<file path="src/rtl/fetch_unit_pkg.sv">
// ---------------------------------------------------------------------------
// fetch_unit_pkg
// Shared definitions for the instruction fetch unit: the fetch FSM state
// encoding, the next-PC select codes and the bit positions of the func and
// ins_type fields inside an instruction word.
// ---------------------------------------------------------------------------
package fetch_unit_pkg;

    // Fetch FSM: waiting for a fetch strobe, or holding a memory request open.
    typedef enum logic [0:0] {
        ST_IDLE = 1'b0,
        ST_REQ  = 1'b1
    } fetch_state_t;

    // Next-PC select codes driven by the stage sequencer.
    localparam logic [1:0] PC_SEL_INC    = 2'b00;
    localparam logic [1:0] PC_SEL_BRANCH = 2'b01;
    localparam logic [1:0] PC_SEL_JUMP   = 2'b10;
    localparam logic [1:0] PC_SEL_RET    = 2'b11;

    // Instruction field positions.
    localparam int FUNC_MSB = 31;
    localparam int FUNC_LSB = 27;
    localparam int TYPE_MSB = 2;
    localparam int TYPE_LSB = 1;

endpackage

</file>
<file path="src/rtl/fetch_unit_next_pc_mux.sv">
// ---------------------------------------------------------------------------
// next_pc_mux
// Purely combinational selection of the next fetch address.
// Ports:
//   i_pc_sel        - select code (inc / branch / jump / return)
//   i_pc_plus1      - sequential successor of the current pc
//   i_branch_target - branch destination word address
//   i_jump_target   - jump destination word address
//   i_ret_addr      - return destination word address
//   o_next_pc       - selected next fetch address
// ---------------------------------------------------------------------------
module next_pc_mux
    import fetch_unit_pkg::*;
(
    input  logic [1:0]  i_pc_sel,
    input  logic [31:0] i_pc_plus1,
    input  logic [31:0] i_branch_target,
    input  logic [31:0] i_jump_target,
    input  logic [31:0] i_ret_addr,
    output logic [31:0] o_next_pc
);

    // Straight four-way select; every code is defined so no fallback is needed
    // beyond the default that keeps the block latch-free.
    always_comb begin
        o_next_pc = i_pc_plus1;
        case (i_pc_sel)
            PC_SEL_INC:    o_next_pc = i_pc_plus1;
            PC_SEL_BRANCH: o_next_pc = i_branch_target;
            PC_SEL_JUMP:   o_next_pc = i_jump_target;
            PC_SEL_RET:    o_next_pc = i_ret_addr;
            default:       o_next_pc = i_pc_plus1;
        endcase
    end

endmodule

</file>
<file path="src/rtl/fetch_unit.sv">
// ---------------------------------------------------------------------------
// fetch_unit
// Instruction fetch stage. A one-cycle if_en strobe launches a fetch: the
// address (RESET_PC for the first fetch after reset, otherwise the next-PC
// mux output) is registered onto imem_addr and a request is held until
// imem_ack, at which point the word is captured into ir.
// Ports:
//   clock, reset_n          - clock and asynchronous active-low reset
//   if_en                   - fetch strobe
//   pc_sel                  - next-PC select code
//   branch_target, jump_target, ret_addr - candidate next-PC addresses
//   imem_req, imem_addr     - instruction memory request and word address
//   imem_ack, imem_rdata    - memory response and instruction word
//   pc, pc_plus1            - address of the word in ir, and its successor
//   ir, func, ins_type      - instruction register and its decoded fields
//   busy, ir_valid, overrun - fetch outstanding, ir valid, sticky overrun
// ---------------------------------------------------------------------------
module fetch_unit
    import fetch_unit_pkg::*;
#(
    parameter logic [31:0] RESET_PC = 32'h0000_0000
) (
    input  logic        clock,
    input  logic        reset_n,
    input  logic        if_en,
    input  logic [1:0]  pc_sel,
    input  logic [31:0] branch_target,
    input  logic [31:0] jump_target,
    input  logic [31:0] ret_addr,
    output logic        imem_req,
    output logic [31:0] imem_addr,
    input  logic        imem_ack,
    input  logic [31:0] imem_rdata,
    output logic [31:0] pc,
    output logic [31:0] pc_plus1,
    output logic [31:0] ir,
    output logic [4:0]  func,
    output logic [1:0]  ins_type,
    output logic        busy,
    output logic        ir_valid,
    output logic        overrun
);

    fetch_state_t r_state;
    fetch_state_t w_next_state;

    logic [31:0] r_imem_addr;
    logic [31:0] r_pc;
    logic [31:0] r_ir;
    logic        r_ir_valid;
    logic        r_overrun;
    logic        r_first;

    logic [31:0] w_pc_plus1;
    logic [31:0] w_mux_pc;
    logic [31:0] w_fetch_addr;
    logic        w_launch;
    logic        w_accept;
    logic        w_imem_req;
    logic        w_busy;

    // Successor address wraps naturally at 2^32 through 32-bit truncation.
    assign w_pc_plus1 = r_pc + 32'd1;

    next_pc_mux u_next_pc_mux (
        .i_pc_sel        (pc_sel),
        .i_pc_plus1      (w_pc_plus1),
        .i_branch_target (branch_target),
        .i_jump_target   (jump_target),
        .i_ret_addr      (ret_addr),
        .o_next_pc       (w_mux_pc)
    );

    // The very first fetch after reset ignores pc_sel and starts at RESET_PC.
    assign w_fetch_addr = r_first ? RESET_PC : w_mux_pc;

    // FSM state register.
    always_ff @(posedge clock or negedge reset_n) begin
        if (!reset_n) begin
            r_state <= ST_IDLE;
        end else begin
            r_state <= w_next_state;
        end
    end

    // Next-state and control decode. A strobe arriving while a request is
    // open is not a fetch (it only raises overrun in the datapath block), and
    // an ack seen while idle is simply not decoded.
    always_comb begin
        w_next_state = r_state;
        w_imem_req   = 1'b0;
        w_busy       = 1'b0;
        w_launch     = 1'b0;
        w_accept     = 1'b0;
        case (r_state)
            ST_IDLE: begin
                if (if_en) begin
                    w_launch     = 1'b1;
                    w_next_state = ST_REQ;
                end
            end
            ST_REQ: begin
                w_imem_req = 1'b1;
                w_busy     = 1'b1;
                if (imem_ack) begin
                    w_accept     = 1'b1;
                    w_next_state = ST_IDLE;
                end
            end
            default: begin
                w_next_state = ST_IDLE;
            end
        endcase
    end

    // Datapath registers. imem_addr is captured at launch so it stays stable
    // for the whole request; ir_valid drops at launch and returns when the
    // word lands, and pc takes the address that produced that word.
    always_ff @(posedge clock or negedge reset_n) begin
        if (!reset_n) begin
            r_imem_addr <= RESET_PC;
            r_pc        <= RESET_PC;
            r_ir        <= 32'd0;
            r_ir_valid  <= 1'b0;
            r_overrun   <= 1'b0;
            r_first     <= 1'b1;
        end else begin
            if (w_launch) begin
                r_imem_addr <= w_fetch_addr;
                r_first     <= 1'b0;
                r_ir_valid  <= 1'b0;
            end
            if (w_accept) begin
                r_ir       <= imem_rdata;
                r_pc       <= r_imem_addr;
                r_ir_valid <= 1'b1;
            end
            if (if_en && (r_state == ST_REQ)) begin
                r_overrun <= 1'b1;
            end
        end
    end

    assign imem_req  = w_imem_req;
    assign busy      = w_busy;
    assign imem_addr = r_imem_addr;
    assign pc        = r_pc;
    assign pc_plus1  = w_pc_plus1;
    assign ir        = r_ir;
    assign ir_valid  = r_ir_valid;
    assign overrun   = r_overrun;
    assign func      = r_ir[FUNC_MSB:FUNC_LSB];
    assign ins_type  = r_ir[TYPE_MSB:TYPE_LSB];

endmodule

</file>
<file path="config.mk">
export PLATFORM = sky130hd
export DESIGN_NAME = fetch_unit
export DESIGN_NICKNAME = d
export VERILOG_FILES = /design/src/rtl/fetch_unit_pkg.sv /design/src/rtl/fetch_unit_next_pc_mux.sv /design/src/rtl/fetch_unit.sv
export SDC_FILE = /design/constraint.sdc
export NUM_CORES = 1
export LEC_CHECK = 0
export ABC_CLOCK_PERIOD_IN_PS = 2300
export BUFFER_PORTS_ARGS = -buffer_cell sky130_fd_sc_hd__buf_2
export CAP_MARGIN = 20
export CELL_PAD_IN_SITES_DETAIL_PLACEMENT = 2
export CELL_PAD_IN_SITES_GLOBAL_PLACEMENT = 2
export CORE_ASPECT_RATIO = 0.8
export CORE_UTILIZATION = 28
export CTS_CLUSTER_SIZE = 30
export DETAILED_ROUTE_END_ITERATION = 8
export PLACE_DENSITY_LB_ADDON = 0.3
export SLEW_MARGIN = 20
export SYNTH_ARGS = -nofsm -noshare
export SYNTH_HDL_FRONTEND = slang
export SYNTH_HIERARCHICAL = 1
export SYNTH_SLANG_ARGS = --single-unit
</file>
<file path="constraint.sdc">
create_clock -name clock -period 2.3 [get_ports clock]
set_input_delay 0.115 -clock clock [delete_from_list [all_inputs] [get_ports clock]]
set_output_delay 0.115 -clock clock [all_outputs]
set_load 0.05 [all_outputs]
</file>
==> results by group <==
Setup path
  • Critical Path AT: 2090 ps
  • Delay-heaviest family, CP: simple AND/OR/NAND/NOR gates
  • Crit Path Class: register to primary output
  • Crit end category: primary output
  • CP Max Fanout: 11
  • Crit-path cells: and3_1, nand3_1, buf_12, nor4_2, xor2_2, buf_2
  • Worst Setup Start Kind: register
  • CP required: 2180 ps
  • Crit-path slowest cell: dfrtp_2
  • Worst Path Buf+Inv: 2
  • Worst stage delay on the critical path: 390 ps

STA
  • Final setup margin: 90.1 ps
  • Minimum clock period: 2210 ps
  • Fin Hold WS: 13.5 ps
  • Final Cycle Share: 96.1%
  • Total negative slack: 0 ps
  • Slew headroom: 56.5%
  • RSZ-0062 raised after global routing: true
  • Final hold vios: 0
  • Slew @ Worst Pin: 652 ps
  • FMAX: 453 MHz
  • Final setup viols: 0
  • Max-slew violation count: 0
  • Skew final: 7.65 ps

Power
  • Switching Share: 54.1%
  • Clock power frac: 14.0%
  • Combinational power share: 58.8%
  • Net load switching power: 5.79 mW
  • Sequential cell fraction of total power: 27.1%
  • Leak: 3.91 nW
  • Int Pwr: 4.91 mW
  • Worst VDD drop: 0.767 mV
  • Pwr per Cell Area: 1310 nW/um^2

Final layout
  • Area of the multi-input gates: 2990 um^2
  • Fin nets: 880
  • Post-Layout Cell Count: 1,004
  • Area grow syn2layout: 52.1%
  • FILL cells: 1,915
  • Layout cell share with drive strength beyond 1: 65.9%
  • Reg area: 2530 um^2
  • Util after Layout: 44.3%

Floorplan
  • Starting Density: 29.1%
  • Rows: 44
  • Die W: 157 um
  • I/O Pins: 273
  • Die Area: 19,800 um^2
  • Core ar.: 18,400 um^2
  • Die Span Y: 126 um

Outcome
  • Run status: finished, final reports clean

Routing
  • Wire length on met2: 10.5 mm
  • First DRT Iteration DRCs: 162
  • Max Used Layer: met5
  • Vias per cell: 4.79
  • WL met3: 1.32 mm
  • Avg WL per Cell: 20.6 um
  • Post-Route WL: 20.7 mm
  • Antenna-violating nets left: 0
  • Met1 wire length: 8.72 mm
  • Via Count: 4,811
  • DRC viols: 0
  • First drt pass iteration count: 4

Clocking
  • H-tree Lvls: 3
  • CTS clk-pin slew, worst paths: 70 ps
  • Clock root buffer: clkbuf_16
  • Clock Sink Count: 100
  • CTS max path bufs: 2
  • CTS tree: yes
  • Worst-Skew Late Latency: 350 ps
  • CTS buffer count: 9

Worst hold path
  • Hold Crit Class: input pin to register

Run
  • Max-Cap Viols: 0

Placed design
  • HPWL Detailed: 15.0 mm
  • Pre-CTS setup slack: -46.7 ps
  • Port bufs: 272
  • Placed cell count: 955
  • Gp weighted congestion: 0.795

Logic synthesis
  • Async SR Flop Fraction: 100%
  • Synthesized area per cell: 12.4 um^2
  • Post-synth EDFFs: 0
  • Seq/Total Area, Yosys: 46.6%
  • Post-synth top area share: 46.1%
  • Warnings from Yosys: 6
  • Synth top area cells: dfrtp_1, mux4_2, mux2_2
  • Syn Nets: 570
  • Top_reg_cell synth: dfrtp_1
  • Mapped cell area: 5370 um^2
  • Dominant cell type by area after synthesis: dfrtp_1
  • Netlist cell types: 34
  • Flops & latches, synth: 100
  • Cells after Synth: 435

Global route
  • Initial antenna violation count: 2
  • Grt total ovfl: 0
  • Gr usage total: 21.5%
  • Largest net degree at the start of global routing: 67
  • First-pass GRT wire length: 31.9 mm
  • Number of global-route vias before repair: 5,445
## sequential cells by signal (all words and copies together) (netlist names)
signal     count
imem_addr     32
ir            32
ir_valid       1
overrun        1
pc            32
r_first        1
r_state        1
## cells in the mapped netlist, types with 2 or more instances
cell and count:
nor3_1 4, nand4_1 3, xnor2_1 11, nor4_1 6, clkbuf_1 12, and2_1 2, mux4_2 30, nand3_4 2
xor2_1 19, nor4_2 4, and4_1 4, mux2_2 59, nor2_1 7, buf_4 9, o21ai_0 37, inv_1 6
nand3_1 10, buf_12 3, mux4_1 2, dfrtp_1 99, buf_2 12, and3_1 5, nand2_1 46, nand2b_1 33
## cells in the final DEF, fill, tap and decap left out, drive strengths merged
| master | count |
|---|---|
| a21o | 1 |
| and3 | 5 |
| diode | 1 |
| nor4 | 10 |
| nand3 | 14 |
| nand4 | 3 |
| dlygate4sd3 | 29 |
| xnor2 | 11 |
| dfrtp | 99 |
| nor3b | 1 |
| o21a | 1 |
| nor2b | 1 |
| clkbuf | 13 |
| ha | 1 |
| o21ai | 37 |
| and2 | 2 |
| nand2 | 47 |
| buf | 302 |
| clkinv | 4 |
| inv | 9 |
| nor3 | 4 |
| nand2b | 33 |
| mux2 | 59 |
| nor2 | 7 |
| dfstp | 1 |
| and4 | 5 |
| xor2 | 19 |
| mux4 | 32 |
## what timing repair did
action | 4_1_cts | 5_1_grt
setup buffers | 0 | 2
cloned | 0 | 1
endpoints found under the hold margin | 51 | 0
pin swaps | 1 | 2
setup endpoints to repair | 19 | 20
gates resized for setup | 13 | 23
hold buffers | 29 | 0
## worst register-to-register path: cells and delay by family (launching register included)
kind	cells	cell delay, ps
adder cells (fa/ha/maj)	1	150
multiplexers	1	450
AO/OA/AOI/OAI	1	70
AND/OR/NAND/NOR	4	630
flip-flops	1	420
XOR/XNOR	1	110
buffers and inverters	1	220
## kinds of logic (layout without fill, tap and decap cells)
| group | Yosys count | count (layout) | synth area share (%) |
|---|---|---|---|
| and+or+nand+nor | 131 | 132 | 13.7 |
| DFF | 100 | 100 | 46.6 |
| muxes | 91 | 91 | 25.9 |
| buffers and inverters | 43 | 357 | 4.96 |
| AOI/OAI and AO/OA | 39 | 39 | 3.73 |
| xor gates and xnor gates | 30 | 30 | 4.89 |
| adders and majority gates | 1 | 1 | 0.233 |
| other | 0 | 1 | 0 |
## path summary, 6_finish.rpt
path                                        endpoint  slack [ps]                start  depth (start not counted)
min reg2reg                      overrun$_DFFE_PN0P_         450  overrun$_DFFE_PN0P_                          1
min                                ir[0]$_DFFE_PN0P_          10        imem_rdata[0]                          2
max reg2reg                imem_addr[14]$_DFFE_PN0P_         120    pc[0]$_DFFE_PN0P_                          9
min in group asynchronous  imem_addr[25]$_DFFE_PN0P_         230              reset_n                          2
max                                     pc_plus1[24]          90   pc[16]$_DFFE_PN0P_                          6
max in group asynchronous         ir[21]$_DFFE_PN0P_        1250              reset_n                          3
## layout make-up
class	instances	share of cell area (%)
timing repair buffer	335	24.6
sequential	100	31.0
antenna	1	0.0306
tap	253	3.87
clock inverter	7	0.826
multi-input combinational	293	36.6
clock buffer	9	2.75
inverter	6	0.275
## power by group through the flow
stage                     clock network [mW]  registers [mW]  logic [mW]
after floorplan                            0            4.92        2.38
after global placement                     0            2.86        6.06
after detailed placement                   0            2.92        6.16
after CTS                               1.58            2.89        6.26
after global routing                    1.63            2.99        6.56
final                                   1.50            2.90        6.30
## metal layers
metal,up-vias,GRT usage [%]
li1,2150,-
met4,2,4.56
met5,-,0
met1,2459,26.6
met3,17,4.96
met2,183,37.8
## per-stage QoR
stage               area (um^2)  total power [mW]
finish                     8180              10.7
floorplan                  5690              7.30
global placement           7430              8.92
detailed placement         7430              9.09
global route               8180              11.2
CTS                        8070              10.7
Note: power is estimated with default switching activity, not from simulation.
